### config.mk
export PLATFORM = sky130hd
export DESIGN_NAME = alu_arbiter_flat
export DESIGN_NICKNAME = d
export VERILOG_FILES = /design/src/rtl/alu_arbiter_if.sv /design/src/rtl/alu_arbiter.sv /design/src/flat_wrapper.sv
export SDC_FILE = /design/constraint.sdc
export NUM_CORES = 1
export LEC_CHECK = 0
export CORE_AREA = 2 2 176 178
export CTS_CLUSTER_DIAMETER = 120
export DETAILED_ROUTE_END_ITERATION = 10
export DIE_AREA = 0 0 178 180
export GPL_ROUTABILITY_DRIVEN = 0
export RECOVER_POWER = 50
export SLEW_MARGIN = 5
export SYNTH_ARGS = -nofsm -noshare
export SYNTH_HDL_FRONTEND = slang
export SYNTH_SLANG_ARGS = --single-unit
### constraint.sdc
create_clock -name clk -period 3.6 [get_ports clk]
set_input_delay 0.54 -clock clk [delete_from_list [all_inputs] [get_ports clk]]
set_output_delay 0.54 -clock clk [all_outputs]
set_load 0.03 [all_outputs]
### src/rtl/alu_arbiter_if.sv
// alu_arbiter_if: request/response channels and ALU port bundle shared by alu_arbiter and its requesters
interface alu_arbiter_if #(
   parameter int WIDTH = 32,
   parameter int NUM_REQ = 4
);
   localparam int SHW = $clog2(WIDTH);
   logic [NUM_REQ-1:0]       req_valid, req_ready, rsp_valid, rsp_ready;
   logic [NUM_REQ*WIDTH-1:0] req_operand_a, req_operand_b;
   logic [NUM_REQ*5-1:0]     req_alu_control;
   logic [NUM_REQ*SHW-1:0]   req_shift_amount;
   logic [WIDTH-1:0]         alu_operand_a, alu_operand_b, alu_result, rsp_result;
   logic [4:0]               alu_control;
   logic [SHW-1:0]           alu_shift_amount;
   logic                     alu_zero, alu_overflow, rsp_zero, rsp_overflow, busy;
   modport master (
      output req_valid, req_operand_a, req_operand_b, req_alu_control, req_shift_amount, rsp_ready,
             alu_result, alu_zero, alu_overflow,
      input  req_ready, rsp_valid, rsp_result, rsp_zero, rsp_overflow, busy,
             alu_operand_a, alu_operand_b, alu_control, alu_shift_amount
   );
   modport slave (
      input  req_valid, req_operand_a, req_operand_b, req_alu_control, req_shift_amount, rsp_ready,
             alu_result, alu_zero, alu_overflow,
      output req_ready, rsp_valid, rsp_result, rsp_zero, rsp_overflow, busy,
             alu_operand_a, alu_operand_b, alu_control, alu_shift_amount
   );
endinterface

### src/rtl/alu_arbiter.sv
// alu_arbiter: round-robin sharing of one combinational ALU among NUM_REQ requesters; ALU_ARB_PERF_EN adds perf_ops/perf_wait
module alu_arbiter #(
   parameter int WIDTH = 32,
   parameter int NUM_REQ = 4
) (
   input logic          clk,
   input logic          rst,
   alu_arbiter_if.slave bus
`ifdef ALU_ARB_PERF_EN
   ,
   output logic [31:0]  perf_ops,
   output logic [31:0]  perf_wait
`endif
);
   localparam int SHW = $clog2(WIDTH);
   localparam int IDW = $clog2(NUM_REQ);
   localparam logic [IDW:0] NR = NUM_REQ[IDW:0];
   localparam logic [IDW-1:0] LAST = IDW'(NUM_REQ - 1);
   typedef enum logic [1:0] {IDLE, EXEC, RESP} state_t;
   state_t state, state_nxt;
   logic [IDW-1:0] rr_ptr, owner, grant;
   logic [IDW:0] cand;
   logic found, take, done;
   // Search starts at rr_ptr and wraps, so the last winner has lowest priority
   always_comb begin
      grant = '0;
      found = 1'b0;
      cand = '0;
      for (int k = 0; k < NUM_REQ; k++) begin
         cand = {1'b0, rr_ptr} + k[IDW:0];
         cand = (cand >= NR) ? cand - NR : cand;
         if (!found && bus.req_valid[cand[IDW-1:0]]) begin
            found = 1'b1;
            grant = cand[IDW-1:0];
         end
      end
   end
   assign take = (state == IDLE) && found;
   assign done = (state == RESP) && bus.rsp_ready[owner];
   assign bus.req_ready = (take && !rst) ? NUM_REQ'(1) << grant : '0;
   assign bus.rsp_valid = (state == RESP) ? NUM_REQ'(1) << owner : '0;
   assign bus.busy = state != IDLE;
   always_comb state_nxt = (state == IDLE) ? (found ? EXEC : IDLE) : (state == EXEC) ? RESP : (done ? IDLE : RESP);
   always_ff @(posedge clk) begin
      if (rst) begin
         state <= IDLE;
         rr_ptr <= '0;
         owner <= '0;
         bus.alu_operand_a <= '0;
         bus.alu_operand_b <= '0;
         bus.alu_control <= '0;
         bus.alu_shift_amount <= '0;
         bus.rsp_result <= '0;
         bus.rsp_zero <= 1'b0;
         bus.rsp_overflow <= 1'b0;
      end else begin
         state <= state_nxt;
         if (take) begin
            owner <= grant;
            rr_ptr <= (grant == LAST) ? '0 : grant + IDW'(1);
            bus.alu_operand_a <= bus.req_operand_a[int'(grant)*WIDTH +: WIDTH];
            bus.alu_operand_b <= bus.req_operand_b[int'(grant)*WIDTH +: WIDTH];
            bus.alu_control <= bus.req_alu_control[int'(grant)*5 +: 5];
            bus.alu_shift_amount <= bus.req_shift_amount[int'(grant)*SHW +: SHW];
         end
         if (state == EXEC) begin
            bus.rsp_result <= bus.alu_result;
            bus.rsp_zero <= bus.alu_zero;
            bus.rsp_overflow <= bus.alu_overflow;
         end
      end
   end
`ifdef ALU_ARB_PERF_EN
   always_ff @(posedge clk) begin
      if (rst) begin
         perf_ops <= '0;
         perf_wait <= '0;
      end else begin
         if (done && ~&perf_ops) perf_ops <= perf_ops + 32'd1;
         if (|bus.req_valid && ~|bus.req_ready && ~&perf_wait) perf_wait <= perf_wait + 32'd1;
      end
   end
`endif
endmodule

### src/flat_wrapper.sv
// flat-port wrapper written by rule: the top's interface ports become plain ports
module alu_arbiter_flat 
#(
   parameter int WIDTH = 32,
   parameter int NUM_REQ = 4
)
  (clk, rst, bus_req_valid, bus_req_operand_a, bus_req_operand_b, bus_req_alu_control, bus_req_shift_amount, bus_rsp_ready, bus_alu_result, bus_alu_zero, bus_alu_overflow, bus_req_ready, bus_rsp_valid, bus_rsp_result, bus_rsp_zero, bus_rsp_overflow, bus_busy, bus_alu_operand_a, bus_alu_operand_b, bus_alu_control, bus_alu_shift_amount);
  alu_arbiter_if #(.WIDTH(WIDTH), .NUM_REQ(NUM_REQ)) bus_i ();
  input logic clk;
  input logic rst;
  input wire logic [$bits(bus_i.req_valid)-1:0] bus_req_valid;
  input wire logic [$bits(bus_i.req_operand_a)-1:0] bus_req_operand_a;
  input wire logic [$bits(bus_i.req_operand_b)-1:0] bus_req_operand_b;
  input wire logic [$bits(bus_i.req_alu_control)-1:0] bus_req_alu_control;
  input wire logic [$bits(bus_i.req_shift_amount)-1:0] bus_req_shift_amount;
  input wire logic [$bits(bus_i.rsp_ready)-1:0] bus_rsp_ready;
  input wire logic [$bits(bus_i.alu_result)-1:0] bus_alu_result;
  input wire logic [$bits(bus_i.alu_zero)-1:0] bus_alu_zero;
  input wire logic [$bits(bus_i.alu_overflow)-1:0] bus_alu_overflow;
  output wire logic [$bits(bus_i.req_ready)-1:0] bus_req_ready;
  output wire logic [$bits(bus_i.rsp_valid)-1:0] bus_rsp_valid;
  output wire logic [$bits(bus_i.rsp_result)-1:0] bus_rsp_result;
  output wire logic [$bits(bus_i.rsp_zero)-1:0] bus_rsp_zero;
  output wire logic [$bits(bus_i.rsp_overflow)-1:0] bus_rsp_overflow;
  output wire logic [$bits(bus_i.busy)-1:0] bus_busy;
  output wire logic [$bits(bus_i.alu_operand_a)-1:0] bus_alu_operand_a;
  output wire logic [$bits(bus_i.alu_operand_b)-1:0] bus_alu_operand_b;
  output wire logic [$bits(bus_i.alu_control)-1:0] bus_alu_control;
  output wire logic [$bits(bus_i.alu_shift_amount)-1:0] bus_alu_shift_amount;
  assign bus_i.req_valid = bus_req_valid;
  assign bus_i.req_operand_a = bus_req_operand_a;
  assign bus_i.req_operand_b = bus_req_operand_b;
  assign bus_i.req_alu_control = bus_req_alu_control;
  assign bus_i.req_shift_amount = bus_req_shift_amount;
  assign bus_i.rsp_ready = bus_rsp_ready;
  assign bus_i.alu_result = bus_alu_result;
  assign bus_i.alu_zero = bus_alu_zero;
  assign bus_i.alu_overflow = bus_alu_overflow;
  assign bus_req_ready = bus_i.req_ready;
  assign bus_rsp_valid = bus_i.rsp_valid;
  assign bus_rsp_result = bus_i.rsp_result;
  assign bus_rsp_zero = bus_i.rsp_zero;
  assign bus_rsp_overflow = bus_i.rsp_overflow;
  assign bus_busy = bus_i.busy;
  assign bus_alu_operand_a = bus_i.alu_operand_a;
  assign bus_alu_operand_b = bus_i.alu_operand_b;
  assign bus_alu_control = bus_i.alu_control;
  assign bus_alu_shift_amount = bus_i.alu_shift_amount;
  alu_arbiter #(.WIDTH(WIDTH), .NUM_REQ(NUM_REQ)) u_core (.clk(clk), .rst(rst), .bus(bus_i));
endmodule
Word level (Yosys, flattened, before mapping)
Index checks and enable logic that the tools add are counted.

storage, ports and cells
  output and inout port bits = 117
  input port bits = 340
  logic and storage cells = 78
  flip-flop bits (word level) = 114

operators by class
  multipliers = 1
  multiplexer cells = 29
  order comparisons = 9
  reduce and logical (&&, ||, !) cells = 12
  equal/unequal tests = 3
  add/subtract/negate cells = 8
  shift operators = 6

operators by type and width
  kind                 number
  $shiftx 128x8->32    2
  $shiftx 20x32->5     2
  $mux 2               12
  $lt 2x3->1 const B   5
  $bmux 1 s2           5
  $mux 1               10
  $ge 3x3->1 const B   3
  $mux 4               2
  $shl 1x2->4 const A  2
  $sub 2x1->2 const B  4
  $add 2x2->3 const B  2
  $logic_and 1x1->1    6
  $mul 2x3->5 const B  1
  $eq 2x2->1 const B   2
  $logic_not 1->1      4
  $add 2x1->3 const B  1
  $ge 2x3->1 const B   1
  $add 2x1->2 const B  1
  $eq 2x1->1 const B   1
  $logic_not 2->1      1
  $reduce_bool 2->1    1

Depth between registers and ports, before layout
  word-level depth = 17
  mapped depth = 8
  gate-level depth less buffers = 6

Worst setup path after synthesis
OpenSTA, ideal clock, no wires.

  kind = in2out
  start point = input port bus_req_valid[0]
  end point = output port bus_req_ready[0]
  stages on the path = 6
  slack = 1292 ps
  data required time = 3060 ps
  data arrival time = 1768 ps
  path buffers = 1
  path through = a21o_1 > a21oi_1 > o22a_1 > or2_1 > clkbuf_1 > nor2_1

between the ends
  cells in the longest elaborated chain, start to end = 15
  elaborated cells on any way between the ends = 26
  classes of those cells = 1 x shift; 17 x mux; 8 x reduce/logical

ends and longest elaborated chain
  item                          RTL line            text
  start, declared               flat_wrapper.sv:11  input wire logic [$bits(bus_i.req_valid)-1:0] bus_req_valid;
  $bmux 1 s2                    alu_arbiter.sv:32   if (!found && bus.req_valid[cand[IDW-1:0]]) begin
  $mux 1 (implied by the code)  alu_arbiter.sv:32
  $mux 1                        alu_arbiter.sv:32
  $logic_not 1->1               alu_arbiter.sv:32
  $logic_and 1x1->1             alu_arbiter.sv:32
  $mux 1                        alu_arbiter.sv:32
  $logic_not 1->1               alu_arbiter.sv:32
  $logic_and 1x1->1             alu_arbiter.sv:32
  $mux 1                        alu_arbiter.sv:32
  $logic_not 1->1               alu_arbiter.sv:32
  $logic_and 1x1->1             alu_arbiter.sv:32
  $mux 1                        alu_arbiter.sv:32
  $logic_and 1x1->1             alu_arbiter.sv:38   assign take = (state == IDLE) && found;
  $logic_and 1x1->1             alu_arbiter.sv:40   assign bus.req_ready = (take && !rst) ? NUM_REQ'(1) << grant : '0;
  $mux 4 *                      alu_arbiter.sv:40
  end, declared                 flat_wrapper.sv:20  output wire logic [$bits(bus_i.req_ready)-1:0] bus_req_ready;

Every way passes the cells marked *; elsewhere a longest branch is shown, timed or not. The select of a mux whose other input is x is not followed.

Worst setup path after layout
  start point = input port bus_req_valid[0]
  end point = output port bus_req_ready[1]

The elaborated chain is that of the path after synthesis.

==> run metrics <==
outcome=finished with violations; failing checks=capacitance limit, slew limit; Total GRT Usage=16.0%; Max Fclk=311 MHz; Worst Path Required=3.06 ns; Die ar.=32000 µm²; pin count of the biggest net entering global routing=76; diode count=0; Fin. Hold Viols=0; setup tns final=0 ns; first-pass GRT wire length=39.4 mm; Hold Path Class=reg -> reg; Worst path max stage delay=0.76 ns; Via density=4.60; Final Setup Violations=0; Synth top cells by count=nand2_1 (146), dfxtp_1 (114), mux2i_1 (77); fin crit share=89.3%; Skew-Pair Late Insertion Delay=0.41 ns; Die W=178 µm; Top delay family on crit path=simple AND/OR/NAND/NOR gates; RSZ-0062 raised after global routing=false; Synth area leaders=dfxtp_1 (41%), mux2i_1 (14%), o221ai_1 (12%); Yosys top cell by area=dfxtp_1; PwrDens=484 nW/µm²; TritonCTS clock tree=built; most common cell in the netlist=nand2_1; initial detailed-routing violation count=326; Compound-Gate Fraction of Synth Area=26.0%; first-pass iteration count of the detailed router=6; clock tree buffer depth=2; WL final=26.8 mm; vias in the first global route=6695; Detail Placement HPWL=19.4 mm; predominant post-synthesis flop cell=dfxtp_1; post-synthesis adder-cell area fraction=0.447%; Leak=4.35 nW; Buf+Inv Stages, Crit Path=2; H-tree levels=4; TritonCTS Buffers=17; CP arrival=2.67 ns; post-synth top area share=40.7%; Synth Cell Area=5600 µm²; DP Area=10500 µm²; xor/xnor share of the synthesized area=0%; crit path kind=in -> out; clock transition at the registers of the reported paths=0.06 ns; Final Net Count=1392; Clock Skew=0.0157 ns; sequential area share after synthesis=40.7%; Layout Cells excl Fill=1459; std cell rows=64; post-route cell area=11000 µm²; die height=180 µm; initial antenna violation count=1; final antenna-violating net count=0; Tmin final=3.21 ns; CTS Sinks=114; MaxCap Viol Count=1; mux cell area share after synthesis=14.2%; Critical-path top delay cell=nor2_4; Worst setup SP type=primary input; Port Buffers=456; worst vdd ir=0.000281 V; Layout area overhead=96.5%; final slew viol count=35; syn avg cell area=8.95 µm²; CTS root buffer=clkbuf_16; Synth async-reset ratio=0%; syn_nets=968; Synth cell types=30; slew margin rel.=-10.9%; largest family of logic cells by synthesized area=compound AO/OA/AOI/OAI gates; Max FO, Critical Path=35; DR vias=6709; Ys Warns=0; Critical Path End Type=output port; # DRC=0; core area=30200 µm²; gr ovfl total=0; Synth Register Bits=114; Post-synth EDFFs=0; Slew @ Worst Pin=1.66 ns; Inst Count DP=1427; Ports=457; share of layout cells above drive strength 1=5.08%; Hold Buf Count CTS=0; cells along the critical path=dlygate4sd3_1 > or4_1 > nand2_2 > nor2_4 > buf_4; post-synthesis cell count=626; PostCTS Resize Cnt=0; Initial Utilization=18.6%; post-synthesis simple-gate area fraction=12.1%; average wire per standard cell=18.4 µm; # Post-CTS Setup Buffers=0
-- worst min-delay path, delay by kind of cell (launching register included) --
kind	cells	cell delay, ns
flops	1	0.30
simple gates	1	0.05
compound gates	1	0.05
-- cell families after synthesis --
kind of cell               Yosys count
and+or+nand+nor                    170
adders and majority gates            2
AOI/OAI and AO/OA                  195
buffers and inverters               67
DFF                                114
muxes                               78
-- cell type report --
type                            count  area, µm²
Clock buffer                       17        425
Inverter                            7       28.8
Sequential cell                   114       2280
Tap cell                          396        495
Timing Repair Buffer              465       4670
Clock inverter                     15        135
Multi-Input combinational cell    445       2970
Fill cell                        3088      19200
-- power by group --
group          internal [mW]  leakage (nW)  switching, mW
logic                  0.941          3.14           1.13
registers               1.48         0.939          0.133
clock network          0.956         0.274          0.689
total                   3.37          4.35           1.95
-- registers in the layout, indices dropped and copies added (netlist names) --
signal                       cells
u_core.bus.alu_operand_a        32
u_core.bus.alu_operand_b        32
u_core.bus.rsp_result           32
u_core.bus.alu_control           5
u_core.bus.alu_shift_amount      5
u_core.owner                     2
u_core.rr_ptr                    2
u_core.state                     2
u_core.bus.rsp_overflow          1
u_core.bus.rsp_zero              1
-- per-stage QoR --
step | power, mW | setup WS, ns | utilization, % | hold slack [ns]
CTS | 5.46 | 0.512 | 36.5 | 0.454
global placement | 3.76 | 0.386 | 34.6 | 0.442
floorplan | 2.74 | 1.29 | - | 0.485
finish | 5.32 | 0.387 | 36.5 | 0.450
global route | 5.59 | 0.233 | 36.5 | 0.470
detailed placement | 3.77 | 0.350 | 34.6 | 0.446
-- layout by cell type (no fill, tap or decap), types with 2 or more instances in the layout --
| master | instances |
|---|---|
| clkdlybuf4s50_1 | 373 |
| nand2_1 | 145 |
| dfxtp_1 | 114 |
| dlygate4sd3_1 | 79 |
| mux2i_1 | 77 |
| a22oi_1 | 74 |
| o221ai_1 | 74 |
| a21oi_1 | 39 |
| clkbuf_16 | 17 |
| nor2_1 | 10 |
| buf_4 | 8 |
| inv_1 | 5 |
| clkinv_4 | 5 |
| clkinv_2 | 4 |
| buf_12 | 4 |
| nand2b_1 | 3 |
| and3_1 | 3 |
| inv_6 | 3 |
| nand2_2 | 2 |
| ha_1 | 2 |
| clkinvlp_4 | 2 |
-- worst paths after layout --
path                                                      to                    start  slack, ns  cells after the start
worst max-delay path                        bus_req_ready[1]         bus_req_valid[0]       0.39                      5
worst min-delay path                 u_core.bus.rsp_overflow  u_core.bus.rsp_overflow       0.45                      2
worst max register to register  u_core.bus.alu_operand_a[29]          u_core.state[1]       0.96                      6
worst min register to register       u_core.bus.rsp_overflow  u_core.bus.rsp_overflow       0.45                      2
-- layer usage --
layer  up-vias  GRT usage (%)  wire length, µm
li1       3198              -                -
met1      3185           18.7            10600
met2       293           28.3            13700
met3        31           4.27             1980
met4         2           4.82              514
met5         -              0               14
No activity file was read; power rests on OpenSTA's default activity.
